==> src/rtl/rf_pkg.sv <==
// Register-file constants and types. The same package is shared with the
// register file, so the arbiter's default widths match the file's widths.
package rf_pkg;

    localparam int DATA_WIDTH  = 32;
    localparam int INDEX_WIDTH = 5;
    localparam int NUM_REGS    = 2 ** INDEX_WIDTH;
    localparam int ZERO_REG    = 0;

    typedef logic [INDEX_WIDTH-1:0] reg_index_t;
    typedef logic [DATA_WIDTH-1:0]  reg_data_t;

endpackage

==> src/rtl/rr_arbiter.sv <==
// Generic round-robin arbiter. It stores the index of the last requester that
// completed a handshake and grants the first active request found by searching
// upward from the requester after that one. The grant is combinational and
// one-hot. It is all zero while reset is high, or when nothing is requesting.
module rr_arbiter #(
    parameter int N = 2
) (
    input  logic         clk,
    input  logic         reset,
    input  logic [N-1:0] req,
    input  logic         advance,
    output logic [N-1:0] grant
);

    localparam int IW = (N > 1) ? $clog2(N) : 1;

    logic [IW-1:0] last_grant;
    logic [IW-1:0] winner;
    logic          found;
    int unsigned   cand;

    // Round-robin search from last_grant+1, wrapping modulo N.
    always_comb begin
        // NOTE: every output of this block gets a default before the loop.
        // Without the defaults a path through the loop could leave a signal
        // unassigned, and the tool would then infer a latch.
        grant  = '0;
        winner = last_grant;
        found  = 1'b0;
        cand   = 0;
        for (int off = 1; off <= N; off++) begin
            cand = int'(last_grant) + off;
            if (cand >= N) begin
                cand = cand - N;
            end
            if (!found && !reset && req[cand]) begin
                found  = 1'b1;
                winner = IW'(cand);
            end
        end
        if (found) begin
            grant[winner] = 1'b1;
        end
    end

    // Move the round-robin pointer only when the granted request was taken.
    always_ff @(posedge clk) begin
        // NOTE: sequential state uses non-blocking assignments, so every
        // flop samples values from before the edge. A blocking assignment
        // here would let the read order inside the block change the result.
        if (reset) begin
            last_grant <= IW'(N - 1);
        end else if (advance && found) begin
            last_grant <= winner;
        end
    end

endmodule

==> src/rtl/rf_write_arbiter.sv <==
// Arbitrates the register file's single write port between NUM_REQ writeback
// requesters. Accepted requests pass through a one-stage output register.
// Writes to x0 are accepted but not performed. The block also publishes a
// one-hot pending_mask for the hazard unit and a saturating count of the
// cycles that valid requesters spent losing arbitration.
module rf_write_arbiter #(
    parameter int NUM_REQ     = 2,
    parameter int DATA_WIDTH  = rf_pkg::DATA_WIDTH,
    parameter int INDEX_WIDTH = rf_pkg::INDEX_WIDTH,
    parameter int CNT_WIDTH   = 16
) (
    input  logic                          clk,
    input  logic                          reset,
    input  logic [NUM_REQ-1:0]            req_valid,
    input  logic [NUM_REQ*INDEX_WIDTH-1:0] req_index,
    input  logic [NUM_REQ*DATA_WIDTH-1:0]  req_data,
    output logic [NUM_REQ-1:0]            req_ready,
    output logic [INDEX_WIDTH-1:0]        rf_write_index,
    output logic [DATA_WIDTH-1:0]         rf_write_data,
    output logic                          rf_write_enable,
    output logic [2**INDEX_WIDTH-1:0]     pending_mask,
    output logic [CNT_WIDTH-1:0]          stall_count
);

    import rf_pkg::*;

    // Wide enough to hold a count of 0..NUM_REQ valid requesters.
    localparam int VCW = $clog2(NUM_REQ + 1);
    // One spare bit so the stall adder can detect overflow.
    localparam int SW  = CNT_WIDTH + 1;

    logic [NUM_REQ-1:0]     grant;
    logic                   handshake;
    logic [INDEX_WIDTH-1:0] win_index;
    logic [DATA_WIDTH-1:0]  win_data;
    logic [VCW-1:0]         valid_count;
    logic [VCW-1:0]         losers;
    logic [SW-1:0]          stall_sum;
    logic [CNT_WIDTH-1:0]   stall_next;

    // The arbiter masks its grant during reset, so no handshake can happen
    // while reset is high, even if requesters keep valid asserted.
    rr_arbiter #(
        .N(NUM_REQ)
    ) u_rr_arbiter (
        .clk    (clk),
        .reset  (reset),
        .req    (req_valid),
        .advance(handshake),
        .grant  (grant)
    );

    assign req_ready = grant;
    assign handshake = |(req_valid & grant);

    // Select the winner's index and data. The grant is one-hot, so at most
    // one slice is chosen.
    always_comb begin
        win_index = '0;
        win_data  = '0;
        for (int i = 0; i < NUM_REQ; i++) begin
            if (grant[i]) begin
                win_index = req_index[i*INDEX_WIDTH +: INDEX_WIDTH];
                win_data  = req_data[i*DATA_WIDTH +: DATA_WIDTH];
            end
        end
    end

    // Output register: load on a handshake, drop x0 writes, idle otherwise.
    always_ff @(posedge clk) begin
        if (reset) begin
            rf_write_enable <= 1'b0;
            rf_write_index  <= '0;
            rf_write_data   <= '0;
        end else if (handshake) begin
            rf_write_index  <= win_index;
            rf_write_data   <= win_data;
            rf_write_enable <= (win_index != INDEX_WIDTH'(ZERO_REG));
        end else begin
            rf_write_enable <= 1'b0;
        end
    end

    // Decode the register being written into a one-hot hazard mask.
    always_comb begin
        pending_mask = '0;
        if (rf_write_enable) begin
            pending_mask[rf_write_index] = 1'b1;
        end
    end

    // Count the valid requesters that did not win this cycle.
    always_comb begin
        valid_count = '0;
        for (int i = 0; i < NUM_REQ; i++) begin
            valid_count = valid_count + VCW'(req_valid[i]);
        end
        losers    = valid_count - VCW'(handshake);
        stall_sum = {1'b0, stall_count} + SW'(losers);
        if (stall_sum[CNT_WIDTH]) begin
            stall_next = '1;
        end else begin
            stall_next = stall_sum[CNT_WIDTH-1:0];
        end
    end

    // The stall counter saturates instead of wrapping and is cleared by reset.
    always_ff @(posedge clk) begin
        if (reset) begin
            stall_count <= '0;
        end else begin
            stall_count <= stall_next;
        end
    end

endmodule
==> config.mk <==
export PLATFORM = sky130hd
export DESIGN_NAME = rf_write_arbiter
export DESIGN_NICKNAME = d
export VERILOG_FILES = /design/src/rtl/rf_pkg.sv /design/src/rtl/rr_arbiter.sv /design/src/rtl/rf_write_arbiter.sv
export SDC_FILE = /design/constraint.sdc
export NUM_CORES = 1
export LEC_CHECK = 0
export ABC_CLOCK_PERIOD_IN_PS = 8920
export CORE_MARGIN = 2
export CORE_UTILIZATION = 42
export CTS_BUF_LIST = sky130_fd_sc_hd__clkbuf_4
export DETAILED_ROUTE_END_ITERATION = 10
export PLACE_DENSITY = 0.88
export SYNTH_ARGS = -nofsm -noshare
export SYNTH_HDL_FRONTEND = slang
export SYNTH_SLANG_ARGS = --single-unit
export TNS_END_PERCENT = 10
==> constraint.sdc <==
create_clock -name clk -period 8.92 [get_ports clk]
set_input_delay 1.784 -clock clk [delete_from_list [all_inputs] [get_ports clk]]
set_output_delay 1.784 -clock clk [all_outputs]
set_load 0.01 [all_outputs]
==> impl_metrics.ini, run 1 <==
[global_routing]
grt_usage_pct = 22.7
grt_start_max_net_pins = 58
grt_first_pass_wirelength_um = 13500
grt_remaining_overflow = 0
first_global_vias = 2874
initial_antenna_violation_count = 0

[setup_path]
timing.rr.end = stall_count[13]
worst_ep_arrival_time_ps = 5900
cp-end-kind = flop
reg2reg_setup_slack_ps = 7020
setup.worst_path.class = input pin to flop
critPathRequiredTime_ps = 9210
crit-reg2reg-launch = stall_count[0]
r2r_cells = 6
worst-path-max-fanout = 41
worstSetupStartpointType = input pin

[clock_network]
clock_sinks = 55
ctsRootBufferMaster = sky130_fd_sc_hd__clkbuf_4
setup_buffers_after_cts = 0
cts_hold_buffers = 0
clk_latency_worst_skew_pair_ps = 360
cts_max_path_buffers = 2
cts_tree = yes
cts.clk_slew.worst_paths_ps = 150
tritoncts.num_buffers = 5
post_cts_resized = 0
htree_levels = 2

[flow_run]
cap_viol_max_count = 0

[synth]
synth_simple_gate_area_share_pct = 28.5
area_fraction_of_the_dominant_cell_type_after_synthesis_pct = 39.2
synth-adder-area-share_pct = 2.50
synth_enable_flop_cells = 0
syn-num-nets = 399
synth_top_cells_by_count = 79 x sky130_fd_sc_hd__nor2_1, 55 x sky130_fd_sc_hd__dfxtp_1, 26 x sky130_fd_sc_hd__nor3_1
synth.top_cells.by_area = sky130_fd_sc_hd__dfxtp_1 39%, sky130_fd_sc_hd__nor2_1 11%, sky130_fd_sc_hd__a221oi_1 7.5%
post_synth_xor_area_fraction_pct = 3.74
syn_area_per_cell_sq_um = 8.88
synth-seq-cells = 55
async_flop_share_pct = 0
postSynth.topFlopCell = sky130_fd_sc_hd__dfxtp_1
yosysWarningCount = 0
synth.cell_area_sq_um = 2810
combinational_family_with_the_most_area_after_synthesis = simple AND/OR/NAND/NOR gates
synth-seq-area-share_pct = 39.2
synthDominantAreaCellType = sky130_fd_sc_hd__dfxtp_1
area_fraction_in_compound_gates_after_synthesis_pct = 20.0
synthDistinctLibCells = 43
synth.area.mux_share_pct = 0.357
synth.most_common_cell = sky130_fd_sc_hd__nor2_1
number_of_instances_in_the_synthesized_netlist = 316

[placement]
detailedPlace.worstSlack_ps = 2840
port_buffers = 165
routabilityCongestion = 0.889
placed_cells = 535
hpwlAfterDp_um = 6490

[pwr]
share_comb_of_total_power_pct = 29.8
post-layout-total-power_uw = 549
power_per_cell_area_nw_per_um2 = 122
intPower_uw = 387
switching_share_pct = 29.5
p_leak_nw = 1.57
clkPwrFrac_pct = 19.5
maximum_vdd_ir_drop_uv = 78.9
sequentialPowerShare_pct = 50.7
switchingPower_uw = 162

[floorplan]
io_pins = 166
floorplan.core_area_sq_um = 6420
std_cell_rows = 29
initial_core_utilization_pct = 43.7
chipHeight_um = 85.7
die_w_um = 85.7
floorplan.die_area_sq_um = 7350

[layout]
area_growth_syn_to_layout_pct = 60.3
post_layout_nonfiller_instances = 543
design.final.nets = 548
multiInputGateArea_sq_um = 1560
fraction_of_layout_cells_with_a_size_suffix_above_1_pct = 10.5
fillCellCount = 513
diodes = 0
seq_area_sq_um = 1100

[status]
violated_checks = design-rule violations
run_status = finished with violations

[sta]
drv_slew = 0
period_share_pct = 62.9
final_period_minus_worst_setup_slack_ps = 5610
setup_viol = 0
rsz0062_at_grt = false
clock.fmax_ghz = 0.178
final.setup.tns_ps = 0
max_slew.worst_pin.slew_ps = 917
worst_hold_slack_ps = 501
postLayoutSetupSlackWorst_ps = 3310
fin_skew_ps = 11.1
hold_viol = 0
maxSlewHeadroom_pct = 38.7

[min_path]
whs_path_depth = 2
worst_min_path_start = rf_write_data[11]
hold_path.class = flop to flop
timing.hold.worst_endpoint = rf_write_data[11]

[drt]
detail_route.wirelength_um = 8520
drt_iter0_markers = 134
detailroute.via_count = 3022
detail_route.first_pass.iterations = 7
drc = 12
vias_per_cell = 5.57
wirelength_per_cell_um = 15.7
detail-route-antenna-nets = 0
-- power by group through the flow --
stage | Sequential, mW | Clock [mW] | Combinational [mW]
detailed placement | 0.283 | 0 | 0.164
floorplan | 0.287 | 0 | 0.0703
CTS | 0.278 | 0.111 | 0.165
global route | 0.281 | 0.123 | 0.177
finish | 0.278 | 0.107 | 0.163
global placement | 0.283 | 0 | 0.160
-- sequential cells by signal, summed over array words and instances, names as in the netlist --
signal and flops:
rf_write_enable 1, stall_count 16, rf_write_data 32, rf_write_index 5, u_rr_arbiter.last_grant 1
-- cell type report --
type | instances | share of cell area [%]
inverter | 4 | 0.334
timing repair buffer | 168 | 37.1
clock inverter | 2 | 0.278
tap | 77 | 2.14
multi-input combinational | 231 | 34.7
clock buffer | 6 | 1.00
sequential | 55 | 24.5
-- worst max-delay path by stage --
stage / cells past startpoint / to / from
finish: 12 / stall_count[13] / req_valid[0]
global route: 12 / stall_count[14] / req_valid[0]
CTS: 12 / stall_count[13] / req_valid[0]
detailed placement: 12 / stall_count[9] / req_valid[0]
global placement: 12 / stall_count[9] / req_valid[0]
floorplan: 13 / stall_count[9] / reset
-- kinds of logic after synthesis --
| logic type | after synthesis |
|---|---|
| xor gates and xnor gates | 12 |
| DFF | 55 |
| buffers and inverters | 30 |
| and+or+nand+nor | 151 |
| adders and majority gates | 5 |
| AOI/OAI and AO/OA | 62 |
| muxes | 1 |
-- layout by cell type, fill, tap and decap left out, drive strengths merged, types with 2 or more instances in the layout --
cell type	count
clkdlybuf4s50	164
nor2	79
dfxtp	55
nor3	38
a221oi	34
a21oi	14
xnor2	10
nand4	7
nand3	6
clkbuf	6
a211oi	6
nand3b	5
a22oi	4
ha	4
inv	4
buf	4
or3b	3
nand2	3
xor2	2
or2	2
nor2b	2
nor4	2
clkinv	2
-- routing by layer --
metal	track usage [%]	share of wire, %	up-vias
met5	0	0	-
met4	7.07	2.7	0
met3	5.49	7.1	15
met2	43.5	54	130
met1	24.4	36	1420
li1	-	-	1457
-- per-stage QoR --
step / util [%] / area (sq um)
2_1_floorplan: - / 2810
5_1_grt: 70.0 / 4500
3_3_place_gp: 69.1 / 4440
6_report: 70.0 / 4500
3_5_place_dp: 69.1 / 4440
4_1_cts: 70.0 / 4500
-- critical path: stages --
cell,delay [ps]
sky130_fd_sc_hd__clkdlybuf4s50_1,560
sky130_fd_sc_hd__o21bai_4,790
sky130_fd_sc_hd__inv_2,530
sky130_fd_sc_hd__ha_1,430
sky130_fd_sc_hd__inv_1,40
sky130_fd_sc_hd__ha_1,180
sky130_fd_sc_hd__xor2_1,260
sky130_fd_sc_hd__fa_1,280
sky130_fd_sc_hd__nand3_1,240
sky130_fd_sc_hd__nor3_2,330
sky130_fd_sc_hd__nand2_2,250
sky130_fd_sc_hd__a21oi_1,200
Note: power is estimated with default switching activity, not from simulation.
==> run 2: changes to the inputs <==
--- a/config.mk
+++ b/config.mk
@@ -5,12 +5,12 @@
 export SDC_FILE = /design/constraint.sdc
 export NUM_CORES = 1
 export LEC_CHECK = 0
-export ABC_CLOCK_PERIOD_IN_PS = 8920
+export ABC_CLOCK_PERIOD_IN_PS = 5780
 export CORE_MARGIN = 2
-export CORE_UTILIZATION = 42
+export CORE_UTILIZATION = 39
 export CTS_BUF_LIST = sky130_fd_sc_hd__clkbuf_4
 export DETAILED_ROUTE_END_ITERATION = 10
-export PLACE_DENSITY = 0.88
+export PLACE_DENSITY = 0.83
 export SYNTH_ARGS = -nofsm -noshare
 export SYNTH_HDL_FRONTEND = slang
 export SYNTH_SLANG_ARGS = --single-unit
==> constraint.sdc (replaced) <==
create_clock -name clk -period 5.78 [get_ports clk]
set_input_delay 1.156 -clock clk [delete_from_list [all_inputs] [get_ports clk]]
set_output_delay 1.156 -clock clk [all_outputs]
set_load 0.01 [all_outputs]
==> impl_metrics.ini, run 2 (synthesized netlist as in run 1, its figures left out) <==
[layout]
diodes = 0
biggestRegsByFlops = rf_write_data x32, stall_count x16, rf_write_index x5
layout_common_cells = 164 x sky130_fd_sc_hd__clkdlybuf4s50_1, 79 x sky130_fd_sc_hd__nor2_1, 55 x sky130_fd_sc_hd__dfxtp_1, 26 x sky130_fd_sc_hd__nor3_1, 24 x sky130_fd_sc_hd__a221oi_1
design.final.nets = 550
register_with_the_most_flip_flops = rf_write_data
layout.cells.most_common = sky130_fd_sc_hd__clkdlybuf4s50_1
fraction_of_layout_cells_with_a_size_suffix_above_1_pct = 10.7
fillCellCount = 600
largest_register_ffs = 32
area_growth_syn_to_layout_pct = 61.5

[global_routing]
grt_start_max_net_pins = 42
grt_first_pass_wirelength_um = 13500
first_global_vias = 2826
grt_usage_pct = 21.7
grt_remaining_overflow = 0
initial_antenna_violation_count = 0

[setup_path]
worstSetupStartpointType = input pin
timing.rr.end = stall_count[2]
worst_path_most_repeated_cell = sky130_fd_sc_hd__ha_1
critPathRequiredTime_ps = 6080
worst_ep_arrival_time_ps = 4400
cp_slowest_cell = sky130_fd_sc_hd__clkdlybuf4s50_1
cp-end-kind = flop
cell_breakdown_of_the_critical_path = clkdlybuf4s50_1 -> o21bai_4 -> inv_2 -> buf_4 -> ha_1 -> inv_1 -> ha_1 -> xor2_1 -> fa_1 -> nand3_1 -> nor3_2 -> nand2_2 -> a21oi_1
crit-reg2reg-launch = stall_count[0]
cpPeakStageDelay_ps = 650
r2r_cells = 6
setup.worst_path.class = input pin to flop
reg2reg_setup_slack_ps = 3850
worstPathBufferInverterCount = 4
worst-path-max-fanout = 41
worst_path_dominant_cell_family = buffers and inverters

[clock_network]
setup_buffers_after_cts = 0
tritoncts.num_buffers = 5
cts_tree = yes
cts_max_path_buffers = 2
clock_sinks = 55
post_cts_resized = 0
ctsRootBufferMaster = sky130_fd_sc_hd__clkbuf_4
htree_levels = 2
cts.clk_slew.worst_paths_ps = 160
cts_hold_buffers = 0
clk_latency_worst_skew_pair_ps = 360

[sta]
hold_viol = 0
max_slew.worst_pin.slew_ps = 664
clock.fmax_ghz = 0.244
period_share_pct = 70.9
final_period_minus_worst_setup_slack_ps = 4100
rsz0062_at_grt = false
final.setup.tns_ps = 0
setup_viol = 0
fin_skew_ps = 12.4
drv_slew = 0
postLayoutSetupSlackWorst_ps = 1680
maxSlewHeadroom_pct = 55.7

[placement]
hpwlAfterDp_um = 6730
port_buffers = 165
detailedPlace.worstSlack_ps = 1300
routabilityCongestion = 0.885

[min_path]
hold_path.class = flop to flop
whs_path_depth = 2
timing.hold.worst_endpoint = rf_write_data[6]
worst_min_path_start = rf_write_data[6]

[pwr]
maximum_vdd_ir_drop_uv = 144
p_leak_nw = 1.58
post-layout-total-power_uw = 846
share_comb_of_total_power_pct = 30.0
sequentialPowerShare_pct = 50.7
switchingPower_uw = 251
switching_share_pct = 29.6
clkPwrFrac_pct = 19.4
intPower_uw = 596
power_per_cell_area_nw_per_um2 = 187

[floorplan]
std_cell_rows = 30
chipHeight_um = 88.8
floorplan.die_area_sq_um = 7890
initial_core_utilization_pct = 40.9
floorplan.core_area_sq_um = 6870
die_w_um = 88.8
io_pins = 166

[drt]
vias_per_cell = 5.29
detail_route.first_pass.iterations = 6
detail-route-antenna-nets = 0
wirelength_per_cell_um = 15.6
detailroute.via_count = 2986
drc = 0
detail_route.wirelength_um = 8790
drt_iter0_markers = 96

[flow_run]
cap_viol_max_count = 0

[status]
run_status = completed
-- run 2: cell count changes in the layout (fill, tap and decap cells not counted), sizes merged --
cell,previous run,this run
buf,4,6
-- run 2: worst min-delay path: cells and delay by family, from the launching register on --
family,cells,cell delay [ps]
DFF,1,340
and+or+nand+nor,2,150
-- run 2: worst max-delay path by stage --
stage | startpoint | endpoint | slack [ps] | cells past startpoint
after global placement | req_valid[0] | stall_count[9] | 1450 | 13
after detailed placement | req_valid[0] | stall_count[15] | 1300 | 13
after CTS | req_valid[0] | stall_count[2] | 1700 | 13
after global routing | req_valid[0] | stall_count[14] | 1430 | 13
after floorplan | reset | stall_count[9] | 2210 | 13
final | req_valid[0] | stall_count[2] | 1680 | 13
-- run 2: metrics by stage --
| stage | cells | hold slack (ps) | area [sq um] | utilization (%) |
|---|---|---|---|---|
| CTS | 564 | 504 | 4530 | 66.0 |
| global placement | 556 | 477 | 4480 | 65.2 |
| floorplan | 316 | 471 | 2810 | - |
| global route | 564 | 538 | 4530 | 66.0 |
| finish | 564 | 504 | 4530 | 66.0 |
| detailed placement | 556 | 482 | 4480 | 65.2 |
-- run 2: area by class of cell --
type	instances	area, sq um	area share [%]
clock inverters	2	7.51	0.166
inverters	4	15.0	0.331
repair buffers	170	1680	37.2
clock buffers	6	45.0	0.994
multi-input cells	231	1560	34.4
well taps	96	120	2.65
flip-flops and latches	55	1100	24.3
-- run 2: power groups by stage --
stage | registers [mW] | logic (mW) | clock network (mW)
CTS | 0.429 | 0.255 | 0.171
global route | 0.433 | 0.275 | 0.187
detailed placement | 0.437 | 0.253 | 0
finish | 0.429 | 0.254 | 0.164
floorplan | 0.443 | 0.108 | 0
global placement | 0.436 | 0.250 | 0
-- run 2: routing by layer --
layer / up-vias / wire length, um / track usage (%)
met5: - / 0 / 0
met4: 0 / 77 / 6.75
met3: 6 / 551 / 4.29
met2: 121 / 4700 / 41.0
met1: 1407 / 3460 / 24.2
li1: 1452 / - / -
==> run 3: changes to the inputs <==
--- a/config.mk
+++ b/config.mk
@@ -5,7 +5,7 @@
 export SDC_FILE = /design/constraint.sdc
 export NUM_CORES = 1
 export LEC_CHECK = 0
-export ABC_CLOCK_PERIOD_IN_PS = 5780
+export ABC_CLOCK_PERIOD_IN_PS = 3930
 export CORE_MARGIN = 2
 export CORE_UTILIZATION = 39
 export CTS_BUF_LIST = sky130_fd_sc_hd__clkbuf_4
==> constraint.sdc (replaced) <==
create_clock -name clk -period 3.93 [get_ports clk]
set_input_delay 0.786 -clock clk [delete_from_list [all_inputs] [get_ports clk]]
set_output_delay 0.786 -clock clk [all_outputs]
set_load 0.01 [all_outputs]
==> impl_metrics.ini, run 3 (synthesized netlist as in run 1, its figures left out) <==
[status]
run_status = completed

[placement]
hpwlAfterDp_um = 6590
routabilityCongestion = 0.913
dpl-instance-area_sq_um = 4490
port_buffers = 165

[sta]
period_share_pct = 81.4
rsz0062_at_grt = false
drv_slew = 0
final.setup.tns_ps = 0
clock.fmax_ghz = 0.313
fin_skew_ps = 10.9
max_slew.worst_pin.slew_ps = 626
hold_viol = 0
setup_viol = 0
final_period_minus_worst_setup_slack_ps = 3200
maxSlewHeadroom_pct = 58.3

[global_routing]
grt_first_pass_wirelength_um = 13100
grt_remaining_overflow = 0
grt_usage_pct = 21.3
first_global_vias = 2816
grt_start_max_net_pins = 54
initial_antenna_violation_count = 0

[drt]
drt_iter0_markers = 74
detail_route.first_pass.iterations = 4
wirelength_per_cell_um = 15.3
detailroute.via_count = 2944
detail_route.wirelength_um = 8660
drc = 0
detail-route-antenna-nets = 0
vias_per_cell = 5.20

[clock_network]
tritoncts.num_buffers = 5
setup_buffers_after_cts = 0
clock_sinks = 55
htree_levels = 2
cts_hold_buffers = 0
cts_tree = yes
post_cts_resized = 0
cts_max_path_buffers = 2
cts.clk_slew.worst_paths_ps = 160
ctsRootBufferMaster = sky130_fd_sc_hd__clkbuf_4
clk_latency_worst_skew_pair_ps = 380

[min_path]
worst_min_path_start = rf_write_data[8]
whs_path_depth = 2
timing.hold.worst_endpoint = rf_write_data[8]
hold_path.class = flop to flop

[layout]
layout.cells.most_common = sky130_fd_sc_hd__clkdlybuf4s50_1
area_growth_syn_to_layout_pct = 62.2
fraction_of_layout_cells_with_a_size_suffix_above_1_pct = 11.5
design.final.nets = 552
final_design_area_no_fill_sq_um = 4550
layout_common_cells = 164 x sky130_fd_sc_hd__clkdlybuf4s50_1, 79 x sky130_fd_sc_hd__nor2_1, 55 x sky130_fd_sc_hd__dfxtp_1, 26 x sky130_fd_sc_hd__nor3_1, 24 x sky130_fd_sc_hd__a221oi_1
diodes = 0
biggestRegsByFlops = rf_write_data x32, stall_count x16, rf_write_index x5
register_with_the_most_flip_flops = rf_write_data
largest_register_ffs = 32

[pwr]
power_per_cell_area_nw_per_um2 = 275
p_leak_nw = 1.59
maximum_vdd_ir_drop_uv = 171

[setup_path]
reg2reg_setup_slack_ps = 2070
worst-path-max-fanout = 11
worst_ep_arrival_time_ps = 3510
worstSetupStartpointType = input pin
crit-reg2reg-launch = stall_count[0]
timing.rr.end = stall_count[7]
critPathRequiredTime_ps = 4240
setup.worst_path.class = input pin to flop
r2r_cells = 6
cp-end-kind = flop

[floorplan]
std_cell_rows = 30
floorplan.die_area_sq_um = 7890
floorplan.core_area_sq_um = 6870
chipHeight_um = 88.8
initial_core_utilization_pct = 40.9
io_pins = 166
die_w_um = 88.8

[flow_run]
cap_viol_max_count = 0
[run 3: cell types whose count changed in the layout (fill, tap and decap cells not counted), sizes merged]
cell | previous run | this run
buf | 6 | 8
clkbuf | 6 | 5
clkinv | 2 | 1
clkinvlp | 0 | 2
[run 3: worst max-delay path: stages]
cell                              delay, ps
sky130_fd_sc_hd__clkdlybuf4s50_1        500
sky130_fd_sc_hd__o21bai_4               160
sky130_fd_sc_hd__inv_2                   50
sky130_fd_sc_hd__ha_1                   260
sky130_fd_sc_hd__inv_1                   40
sky130_fd_sc_hd__ha_1                   180
sky130_fd_sc_hd__xor2_1                 270
sky130_fd_sc_hd__fa_1                   270
sky130_fd_sc_hd__nand3_1                230
sky130_fd_sc_hd__nor3_2                 330
sky130_fd_sc_hd__nand2_2                250
sky130_fd_sc_hd__a21oi_1                190
[run 3: worst max path at each step]
stage / startpoint / to / cells past startpoint
CTS: req_valid[1] / stall_count[7] / 12
floorplan: reset / stall_count[9] / 13
detailed placement: req_valid[1] / stall_count[3] / 12
global route: req_valid[1] / stall_count[11] / 12
finish: req_valid[1] / stall_count[7] / 12
global placement: req_valid[1] / stall_count[6] / 12
[run 3: cell type report]
type,count,area (sq um)
fillers,565,2320
clock buffers,5,37.5
well taps,96,120
multi-input cells,231,1560
repair buffers,172,1700
flip-flops and latches,55,1100
clock inverters,3,20.0
inverters,4,15.0
[run 3: stage by stage]
| step | instances | hold slack (ps) | total power, mW | worst slack (ps) | utilization (%) |
|---|---|---|---|---|---|
| after floorplan | 316 | 471 | 0.811 | 727 | - |
| after global placement | 558 | 477 | 1.01 | 484 | 65.4 |
| after detailed placement | 558 | 480 | 1.02 | 359 | 65.4 |
| after CTS | 566 | 505 | 1.27 | 748 | 66.3 |
| after global routing | 566 | 526 | 1.32 | 514 | 66.3 |
| final | 566 | 501 | 1.25 | 731 | 66.3 |
[run 3: power by group]
| part | switching, mW | internal, mW | leakage (nW) |
|---|---|---|---|
| registers | 0.0335 | 0.597 | 0.452 |
| logic | 0.165 | 0.209 | 1.11 |
| clock network | 0.180 | 0.0687 | 0.0272 |
| total | 0.378 | 0.874 | 1.59 |
[run 3: layer usage]
layer	up-vias	global-route usage, %	wire [um]	share of wire [%]
met5	-	0	0	0
met4	0	6.61	133	1.5
met3	10	5.69	760	8.8
met2	128	39.9	4570	53
met1	1356	23.3	3200	37
li1	1450	-	-	-
